## src/rtl/uart_autobaud_pkg.sv

```systemverilog
// Shared definitions for the auto-baud UART: receiver state encoding and
// the default values of the block parameters.
package uart_autobaud_pkg;

    localparam int DATA_BITS_DEF  = 8;
    localparam int CNT_W_DEF      = 16;
    localparam int MIN_PERIOD_DEF = 4;
    localparam int IDLE_CLKS_DEF  = 4000;

    typedef enum logic [2:0] {
        RX_UNLOCKED = 3'd0,
        RX_MEASURE  = 3'd1,
        RX_IDLE     = 3'd2,
        RX_START    = 3'd3,
        RX_DATA     = 3'd4,
        RX_STOP     = 3'd5
    } rx_state_e;

endpackage

```

## src/rtl/uart_autobaud_tx.sv

```systemverilog
// Transmitter: start bit, DATA_BITS data bits LSB first, one stop bit,
// each held for the bit period captured when the request is accepted.
module uart_autobaud_tx
    import uart_autobaud_pkg::*;
#(
    parameter int DATA_BITS = DATA_BITS_DEF,
    parameter int CNT_W     = CNT_W_DEF
) (
    input  logic                 clk,
    input  logic                 rst,
    input  logic [CNT_W-1:0]     period,
    input  logic                 transmit,
    input  logic [DATA_BITS-1:0] data,
    output logic                 tx,
    output logic                 busy
);

    logic                 busy_q;
    logic                 tx_q;
    logic [CNT_W-1:0]     period_q;
    logic [CNT_W-1:0]     timer_q;
    logic [3:0]           left_q;
    logic [DATA_BITS:0]   shreg_q;

    // Accept a request when idle, then shift one symbol out per bit period.
    always_ff @(posedge clk) begin
        if (rst) begin
            busy_q   <= 1'b0;
            tx_q     <= 1'b1;
            period_q <= '0;
            timer_q  <= '0;
            left_q   <= 4'd0;
            shreg_q  <= '0;
        end else if (!busy_q) begin
            if (transmit) begin
                busy_q   <= 1'b1;
                tx_q     <= 1'b0;
                period_q <= period;
                timer_q  <= period - CNT_W'(1);
                left_q   <= 4'(DATA_BITS + 1);
                shreg_q  <= {1'b1, data};
            end
        end else if (timer_q != '0) begin
            timer_q <= timer_q - CNT_W'(1);
        end else if (left_q != 4'd0) begin
            tx_q    <= shreg_q[0];
            shreg_q <= {1'b0, shreg_q[DATA_BITS:1]};
            left_q  <= left_q - 4'd1;
            timer_q <= period_q - CNT_W'(1);
        end else begin
            busy_q <= 1'b0;
            tx_q   <= 1'b1;
        end
    end

    assign tx   = tx_q;
    assign busy = busy_q;

endmodule

```

## src/rtl/uart_autobaud_gen.sv

```systemverilog
// Auto-baud UART. The first frame after reset (or after a relock) is
// measured from its start bit, which must be the only low bit before the
// first rising edge (data LSB = 1); that frame is then received normally.
// Optional feature macro: UART_AUTOBAUD_RELOCK_EN -- drop the lock after
// IDLE_CLKS quiet cycles so the next frame is re-measured.
module uart_autobaud_gen
    import uart_autobaud_pkg::*;
#(
    parameter int DATA_BITS  = DATA_BITS_DEF,
    parameter int CNT_W      = CNT_W_DEF,
    parameter int MIN_PERIOD = MIN_PERIOD_DEF,
    parameter int IDLE_CLKS  = IDLE_CLKS_DEF
) (
    input  logic                 clk,
    input  logic                 rst,
    input  logic                 rx,
    output logic                 tx,
    input  logic                 transmit,
    input  logic [DATA_BITS-1:0] data_tx,
    output logic [DATA_BITS-1:0] data_rx,
    output logic                 recieved,
    output logic                 busy_rx,
    output logic                 busy_tx,
    output logic                 locked,
    output logic [CNT_W-1:0]     baud_period,
    output logic                 frame_err
);

    localparam int BIT_W = 4;

    rx_state_e            state_q;
    logic                 rx_q;
    logic [CNT_W-1:0]     cnt_q;
    logic [CNT_W-1:0]     timer_q;
    logic [BIT_W-1:0]     bit_q;
    logic [DATA_BITS-1:0] shreg_q;
    logic [DATA_BITS-1:0] data_rx_q;
    logic [CNT_W-1:0]     baud_q;
    logic                 locked_q;
    logic                 recv_q;
    logic                 ferr_q;
    logic                 busy_rx_q;
    logic                 rx_fall_s;
    logic                 relock_s;
    logic                 tx_busy_s;

    assign rx_fall_s = rx_q & ~rx;

`ifdef UART_AUTOBAUD_RELOCK_EN
    localparam int IDLE_W = $clog2(IDLE_CLKS + 1);
    logic [IDLE_W-1:0] idle_q;

    assign relock_s = rx && !busy_rx_q && !tx_busy_s &&
                      (idle_q == IDLE_W'(IDLE_CLKS - 1));

    // Count consecutive quiet cycles; any line or frame activity restarts it.
    always_ff @(posedge clk) begin
        if (rst) begin
            idle_q <= '0;
        end else if (!rx || busy_rx_q || tx_busy_s || relock_s) begin
            idle_q <= '0;
        end else begin
            idle_q <= idle_q + IDLE_W'(1);
        end
    end
`else
    assign relock_s = 1'b0;
`endif

    // Receiver FSM: measure the lock frame's start bit, then sample frames
    // at mid-bit using the measured period.
    always_ff @(posedge clk) begin
        if (rst) begin
            state_q   <= RX_UNLOCKED;
            rx_q      <= 1'b1;
            cnt_q     <= '0;
            timer_q   <= '0;
            bit_q     <= '0;
            shreg_q   <= '0;
            data_rx_q <= '0;
            baud_q    <= '0;
            locked_q  <= 1'b0;
            recv_q    <= 1'b0;
            ferr_q    <= 1'b0;
            busy_rx_q <= 1'b0;
        end else begin
            rx_q   <= rx;
            recv_q <= 1'b0;
            ferr_q <= 1'b0;
            case (state_q)
                RX_UNLOCKED: begin
                    if (rx_fall_s) begin
                        state_q   <= RX_MEASURE;
                        cnt_q     <= CNT_W'(1);
                        busy_rx_q <= 1'b1;
                    end
                end
                RX_MEASURE: begin
                    if (!rx) begin
                        if (cnt_q == '1) begin
                            state_q   <= RX_UNLOCKED;
                            busy_rx_q <= 1'b0;
                        end else begin
                            cnt_q <= cnt_q + CNT_W'(1);
                        end
                    end else if (cnt_q >= CNT_W'(MIN_PERIOD)) begin
                        // Rising edge opens bit0; first sample lands mid-bit.
                        baud_q   <= cnt_q;
                        locked_q <= 1'b1;
                        timer_q  <= (cnt_q >> 1) - CNT_W'(1);
                        bit_q    <= '0;
                        state_q  <= RX_DATA;
                    end else begin
                        state_q   <= RX_UNLOCKED;
                        busy_rx_q <= 1'b0;
                    end
                end
                RX_IDLE: begin
                    if (relock_s) begin
                        state_q  <= RX_UNLOCKED;
                        locked_q <= 1'b0;
                    end else if (rx_fall_s) begin
                        state_q   <= RX_START;
                        timer_q   <= (baud_q >> 1) - CNT_W'(1);
                        busy_rx_q <= 1'b1;
                    end
                end
                RX_START: begin
                    if (timer_q != '0) begin
                        timer_q <= timer_q - CNT_W'(1);
                    end else if (!rx) begin
                        state_q <= RX_DATA;
                        timer_q <= baud_q - CNT_W'(1);
                        bit_q   <= '0;
                    end else begin
                        state_q   <= RX_IDLE;
                        busy_rx_q <= 1'b0;
                    end
                end
                RX_DATA: begin
                    if (timer_q != '0) begin
                        timer_q <= timer_q - CNT_W'(1);
                    end else begin
                        shreg_q <= {rx, shreg_q[DATA_BITS-1:1]};
                        timer_q <= baud_q - CNT_W'(1);
                        if (bit_q == BIT_W'(DATA_BITS - 1)) begin
                            state_q <= RX_STOP;
                        end else begin
                            bit_q <= bit_q + BIT_W'(1);
                        end
                    end
                end
                RX_STOP: begin
                    if (timer_q != '0) begin
                        timer_q <= timer_q - CNT_W'(1);
                    end else begin
                        if (rx) begin
                            data_rx_q <= shreg_q;
                            recv_q    <= 1'b1;
                        end else begin
                            ferr_q <= 1'b1;
                        end
                        state_q   <= RX_IDLE;
                        busy_rx_q <= 1'b0;
                    end
                end
                default: begin
                    state_q   <= RX_UNLOCKED;
                    locked_q  <= 1'b0;
                    busy_rx_q <= 1'b0;
                end
            endcase
        end
    end

    uart_autobaud_tx #(
        .DATA_BITS (DATA_BITS),
        .CNT_W     (CNT_W)
    ) u_tx (
        .clk      (clk),
        .rst      (rst),
        .period   (baud_q),
        .transmit (transmit & locked_q),
        .data     (data_tx),
        .tx       (tx),
        .busy     (tx_busy_s)
    );

    assign busy_tx     = tx_busy_s;
    assign data_rx     = data_rx_q;
    assign recieved    = recv_q;
    assign frame_err   = ferr_q;
    assign busy_rx     = busy_rx_q;
    assign locked      = locked_q;
    assign baud_period = baud_q;

endmodule
```

## config.mk

```make
export PLATFORM = sky130hd
export DESIGN_NAME = uart_autobaud_gen
export DESIGN_NICKNAME = d
export VERILOG_FILES = /design/src/rtl/uart_autobaud_pkg.sv /design/src/rtl/uart_autobaud_tx.sv /design/src/rtl/uart_autobaud_gen.sv
export SDC_FILE = /design/constraint.sdc
export NUM_CORES = 1
export LEC_CHECK = 0
export BUFFER_PORTS_ARGS = -buffer_cell sky130_fd_sc_hd__buf_2
export CORE_MARGIN = 2
export CORE_UTILIZATION = 25
export DETAILED_ROUTE_END_ITERATION = 8
export GPL_TIMING_DRIVEN = 0
export PLACE_DENSITY = 0.36
export SYNTH_ARGS = -nofsm -noshare
export SYNTH_HDL_FRONTEND = slang
export SYNTH_SLANG_ARGS = --single-unit
```

## constraint.sdc

```tcl
create_clock -name clk -period 3.75 [get_ports clk]
set_input_delay 0.1875 -clock clk [delete_from_list [all_inputs] [get_ports clk]]
set_output_delay 0.1875 -clock clk [all_outputs]
set_load 0.01 [all_outputs]
```

# After elaboration in Yosys (flattened, before gate mapping)
# Index checks and enable logic that the tools add are counted.
op_classes:
  addsub: 9
  order_cmp: 1
  n_eq_ne: 28
  muxes: 63
  n_bitwise: 8
  reduce_logical: 24
ops:
  columns: ["operator", "n"]
  rows:
  - ["16-bit two-way mux", 14]
  - ["16-bit case mux with 5 select lines", 1]
  - ["16-bit by 1-bit subtractor with 16-bit output, second input constant", 4]
  - ["4-bit two-way mux", 10]
  - ["9-bit two-way mux", 4]
  - ["2-bit inequality test, second input constant", 16]
  - ["16-bit case mux with 2 select lines", 1]
  - ["16-bit nonzero test", 2]
  - ["15-bit by 1-bit subtractor with 16-bit output, second input constant", 2]
  - ["3-bit two-way mux", 10]
  - ["7-bit AND reduction", 3]
  - ["1-bit two-way mux", 19]
  - ["3-bit case mux with 6 select lines", 1]
  - ["16-bit by 1-bit adder with 16-bit output, second input constant", 1]
  - ["16-bit equality test, second input constant", 1]
  - ["16-bit by 3-bit greater-or-equal comparator with 1-bit output, second input constant", 1]
  - ["3-bit inequality test, second input constant", 4]
  - ["4-bit case mux with 3 select lines", 1]
  - ["3-bit AND reduction", 4]
  - ["2-bit AND reduction", 4]
  - ["3-bit by 2-bit equality test with 1-bit output, second input constant", 2]
  - ["3-bit equality test, second input constant", 2]
  - ["1-bit NOT", 6]
  - ["6-bit AND reduction", 1]
  - ["17 further kinds", 19]
word_totals:
  reg_bits: 123
  in_bits: 12
  wordCells: 151

# Depth between registers and ports, before layout
logic_depth:
  word_depth: 4
  depth_mapped: 11
  mapped_depth_nobuf: 10

# Modules after synthesis
# A second synthesis with hierarchy kept.
hier_totals:
  hier_cells: 948
  hier_area_um2: 7198.2
modules_own_cells:
  columns: ["module", "n_inst", "cells_per_inst", "area_per_inst_um2"]
  rows:
  - ["uart_autobaud_gen", 1, 627, 4704.5]
  - ["uart_autobaud_tx", 1, 321, 2493.6]

# Least setup slack after synthesis
# Ideal clock, no wire load.
synth_timing:
  path_type: "register -> register"
  from: "register state_q[1]"
  to: "register timer_q[8]"
  setup_ps: 117
  arrival_ps: 3164
  slack_ps: 469
  path_stages_with_launch: 12
  n_path_buf: 2
  period_less_slack_ps: 3281
  path_cell_list: "dfxtp_1 > or3b_2 > clkbuf_1 > clkbuf_1 > a21oi_1 > ha_1 > nor3b_1 > and4b_1 > nor2_1 > a21bo_2 > a211o_1 > a32o_1"
synth_via:
  elab_chain_len: 3
synth_rtl:
  columns: ["element", "line_no", "source"]
  rows:
  - ["start, declared", "uart_autobaud_gen.sv:31", "rx_state_e state_q;"]
  - ["start signal, assigned", "uart_autobaud_gen.sv:74", "state_q <= RX_UNLOCKED;"]
  - ["start signal, assigned", "uart_autobaud_gen.sv:93", "state_q <= RX_MEASURE;"]
  - ["start signal, assigned", "uart_autobaud_gen.sv:101", "state_q <= RX_UNLOCKED;"]
  - ["3-bit by 2-bit equality test with 1-bit output (tied with other cells)", "uart_autobaud_gen.sv:90", "case (state_q)"]
  - ["3-bit inequality test (no line) (tied with other cells)", null, null]
  - ["6-bit AND reduction (no line)", null, null]
  - ["end signal, assigned", "uart_autobaud_gen.sv:110", "timer_q <= (cnt_q >> 1) - CNT_W'(1);"]
  - ["end signal, assigned", "uart_autobaud_gen.sv:124", "timer_q <= (baud_q >> 1) - CNT_W'(1);"]
  - ["end signal, assigned", "uart_autobaud_gen.sv:130", "timer_q <= timer_q - CNT_W'(1);"]
  - ["end, declared", "uart_autobaud_gen.sv:34", "logic [CNT_W-1:0] timer_q;"]
# Several ways; a longest one is shown, not always the timed one.
# A chain may end at the register's enable or synchronous reset.

# Worst setup path in the final report
layout_timing:
  from: "register state_q[1]"
  to: "register timer_q[6]"
# Same word-level chain as after synthesis.

==> flow_summary_export.csv <==
group,metric,value,unit
timing,hold_viol_final,0,
worst_setup_path,r2r_setup_slack,0.14,ns
hold_path,hold_class,"input port to flip-flop",
hold_path,hold_path.startpoint,"rx",
clocking,clkSinkCount,123,
worst_setup_path,arrival,3.93,ns
outcome,outcome,"finished, final reports clean",
place,dp_hpwl,21400,um
logic_synthesis,synth_seq_area_share,0.340,
pwr,peakVddDrop,0.207,mV
routing,wire_per_inst,20.5,um
place,placedCellCount,1375,
routing,ant_nets,0,
floorplanning,rows,62,
worst_setup_path,worstPathCellList,"nor3b_2, clkbuf_1, mux2i_1, ha_2, nor3b_4, a21boi_0, a211oi_1, o32ai_1, o2111ai_1, nand2_1",
logic_synthesis,synth-seq-cells,123,
logic_synthesis,synth.area.top_cells,"dfxtp_1 34%, a21oi_1 6.1%, nor2_1 5.8%",
timing,finalMaxSlewViolations,0,
logic_synthesis,netlist_instances,951,
floorplanning,die_y,174,um
pwr,p_total,3.21,mW
cells_and_area,nFillCells,3161,
grt,grt_max_degree,17,
timing,rsz0062_at_grt,"yes",
logic_synthesis,avgSynthCellArea,7.62,um^2
timing,final.period_utilization,0.963,
hold_path,hold_path_depth,3,
worst_setup_path,critical_path_required,4.06,ns
clocking,cts_root_buffer,"clkbuf_16",
routing,dr.first_iter.drc_count,507,
logic_synthesis,synthArstFlopShare,0,
timing,setup_viol,0,
place,io_buffers,40,
logic_synthesis,netlist_area,7240,um^2
clocking,clk_latency,0.43,ns
clocking,cts_tree,"built",
pwr,p_per_area,373,nW/um^2
cells_and_area,antennaDiodeCount,0,
floorplanning,io-pin-count,42,
worst_setup_path,rr_worst_depth,10,
clocking,hold_buffers,0,
place,gp_congestion,0.833,
logic_synthesis,syn_nets,973,
worst_setup_path,crit_path_max_incr_delay,0.55,ns
grt,overflow,0,
grt,grtUsageTotal,0.192,
job,drv_cap,0,
routing,wirelength,29000,um
grt,first_global_vias,7320,
worst_setup_path,r2r-end,"timer_q[6]$_SDFFE_PP0P_",
hold_path,hold_end,"shreg_q[7]$_SDFFE_PP0P_",
grt,antenna_found_initial,0,
logic_synthesis,synth_most_common_cell,"dfxtp_1",
timing,fin_crit,3.61,ns
worst_setup_path,cpMaxStageDelayCell,"clkbuf_1",
timing,skew,0.0110,ns
logic_synthesis,yosysUniqueCellTypes,66,
logic_synthesis,synth_top_area_share,0.340,
logic_synthesis,yosysTopAreaCell,"dfxtp_1",
routing,drt-pass1-iter-count,5,
routing,drc,0,
routing,vias,7397,
floorplanning,dieArea,30400,um^2
routing,via_per_inst,5.25,
cells_and_area,final_cell_count_no_fill,1410,
floorplanning,core_area,28600,um^2
worst_setup_path,startpoint_type,"flip-flop",
clocking,numCtsBuffers,17,
clocking,htree_levels,4,
worst_setup_path,path_max_fanout,10,
cells_and_area,nets,1035,
timing,fmax,277,MHz
logic_synthesis,synth_ff_type,"dfxtp_1",
timing,tightest_slew,1.08,ns
grt,grt_pass1_wl,45000,um
logic_synthesis,synth_edf_count,0,
worst_setup_path,r2r-start,"state_q[1]$_SDFFE_PP0P_",
worst_setup_path,critPathKind,"flip-flop to flip-flop",
timing,relSlewSlack,0.271,
cells_and_area,drive_gt1_frac,0.0965,
pwr,p_leak,3.32,nW
worst_setup_path,end_kind,"flip-flop",
logic_synthesis,yosysWarnings,0,
cells_and_area,syn_to_final_growth,18.8,%
floorplanning,initial_utilization,0.253,
clocking,cts_buffer_depth,2,
clocking,clk_pin_slew,0.07,ns
floorplanning,die_w,174,um
logic_synthesis,synth_commonest_cells,"123 x dfxtp_1, 112 x nor2_1, 104 x nand2_1, 88 x a21oi_1, 56 x clkbuf_1",
## logic make-up after synthesis
kind of cell	count (synthesis)	synth area share
AND/OR/NAND/NOR	396	0.265
AO/OA/AOI/OAI	254	0.225
flip-flops	123	0.340
buffers and inverters	82	0.0428
XOR/XNOR	50	0.0604
multiplexers	36	0.0497
adder cells (fa/ha/maj)	10	0.0173
## worst max path at each step
| stage | to | startpoint |
|---|---|---|
| 5_1_grt | timer_q[12]$_SDFFE_PP0P_ | state_q[1]$_SDFFE_PP0P_ |
| 3_3_place_gp | timer_q[6]$_SDFFE_PP0P_ | state_q[1]$_SDFFE_PP0P_ |
| 2_1_floorplan | timer_q[8]$_SDFFE_PP0P_ | state_q[1]$_SDFFE_PP0P_ |
| 4_1_cts | timer_q[8]$_SDFFE_PP0P_ | state_q[1]$_SDFFE_PP0P_ |
| 3_5_place_dp | timer_q[6]$_SDFFE_PP0P_ | state_q[1]$_SDFFE_PP0P_ |
| 6_report | timer_q[6]$_SDFFE_PP0P_ | state_q[1]$_SDFFE_PP0P_ |
## state kept, by name (all words and copies together), names as in the netlist
signal	flops
rx_q	1
state_q	3
u_tx.busy	1
bit_q	4
u_tx.timer_q	16
frame_err	1
u_tx.tx	1
locked	1
data_rx	8
recieved	1
shreg_q	8
timer_q	16
baud_period	16
u_tx.shreg_q	9
busy_rx	1
cnt_q	16
u_tx.period_q	16
u_tx.left_q	4
## worst max-delay path: cells and delay by family (launching register included)
| kind | cells | cell delay [ns] |
|---|---|---|
| AOI/OAI and AO/OA | 4 | 1.06 |
| DFF | 1 | 0.44 |
| buffers and inverters | 1 | 0.55 |
| adders and majority gates | 1 | 0.32 |
| and+or+nand+nor | 3 | 0.77 |
| muxes | 1 | 0.36 |
## through the flow
step                cell area [um^2]  TNS [ns]  utilization  hold slack (ns)  setup WS, ns
global placement                7930     -2.42        0.277            0.454        -0.583
detailed placement              7930     -2.16        0.277            0.452        -0.518
finish                          8610         0        0.301           0.0812         0.139
global route                    8610   -0.0118        0.301           0.0883       -0.0118
floorplan                       7240         0            -            0.323         0.469
CTS                             8600         0        0.300           0.0721        0.0374
## cell type report
cell class	count	area [um^2]	share of cell area
well taps	384	480	0.0558
flip-flops and latches	123	2460	0.286
clock buffers	17	425	0.0494
plain buffers	61	236	0.0275
clock inverters	15	189	0.0220
multi-input cells	746	4510	0.524
repair buffers	43	223	0.0259
inverters	21	78.8	0.00916
## cell usage in the layout, fill, tap and decap left out, types with 6 or more instances in the layout
cell,netlist,routed
buf_2,2,42
o311ai_0,8,8
nand3_1,38,38
inv_1,20,20
clkbuf_16,0,17
xor2_1,24,24
a211oi_1,19,19
xnor2_1,26,26
and3_1,9,9
nand4_1,16,16
o211ai_1,10,10
o31ai_1,8,8
or3_1,9,9
nor4_1,15,15
nor3_1,42,42
a21o_1,6,6
a31oi_1,9,9
nand3b_1,8,8
o22ai_1,8,8
o21ai_0,49,49
a32o_1,6,6
or4_1,9,9
ha_1,10,9
dfxtp_1,123,123
nand2_1,104,104
mux2i_1,36,36
clkbuf_1,56,52
a21oi_1,88,87
nor2_1,112,112
## where the power goes
group          switching [mW]  total [mW]  internal [mW]  leakage (nW)
logic                  0.0881       0.124         0.0359          2.02
registers             0.00565        1.32           1.31         0.991
clock network           0.707        1.77           1.06         0.300
total                   0.800        3.21           2.41          3.32
## timing repair
item	4_1_cts	5_1_grt
resized for setup	7	9
buffers inserted	3	0
cloned	0	0
setup endpoints to repair	6	8
## per-layer routing
| layer | track usage | up-vias | share of wire |
|---|---|---|---|
| li1 | - | 3618 | - |
| met2 | 0.314 | 172 | 0.47 |
| met1 | 0.262 | 3572 | 0.48 |
| met5 | 0 | - | 0 |
| met3 | 0.0265 | 35 | 0.037 |
| met4 | 0.0606 | 0 | 0.020 |
Note: power is estimated with default switching activity, not from simulation.
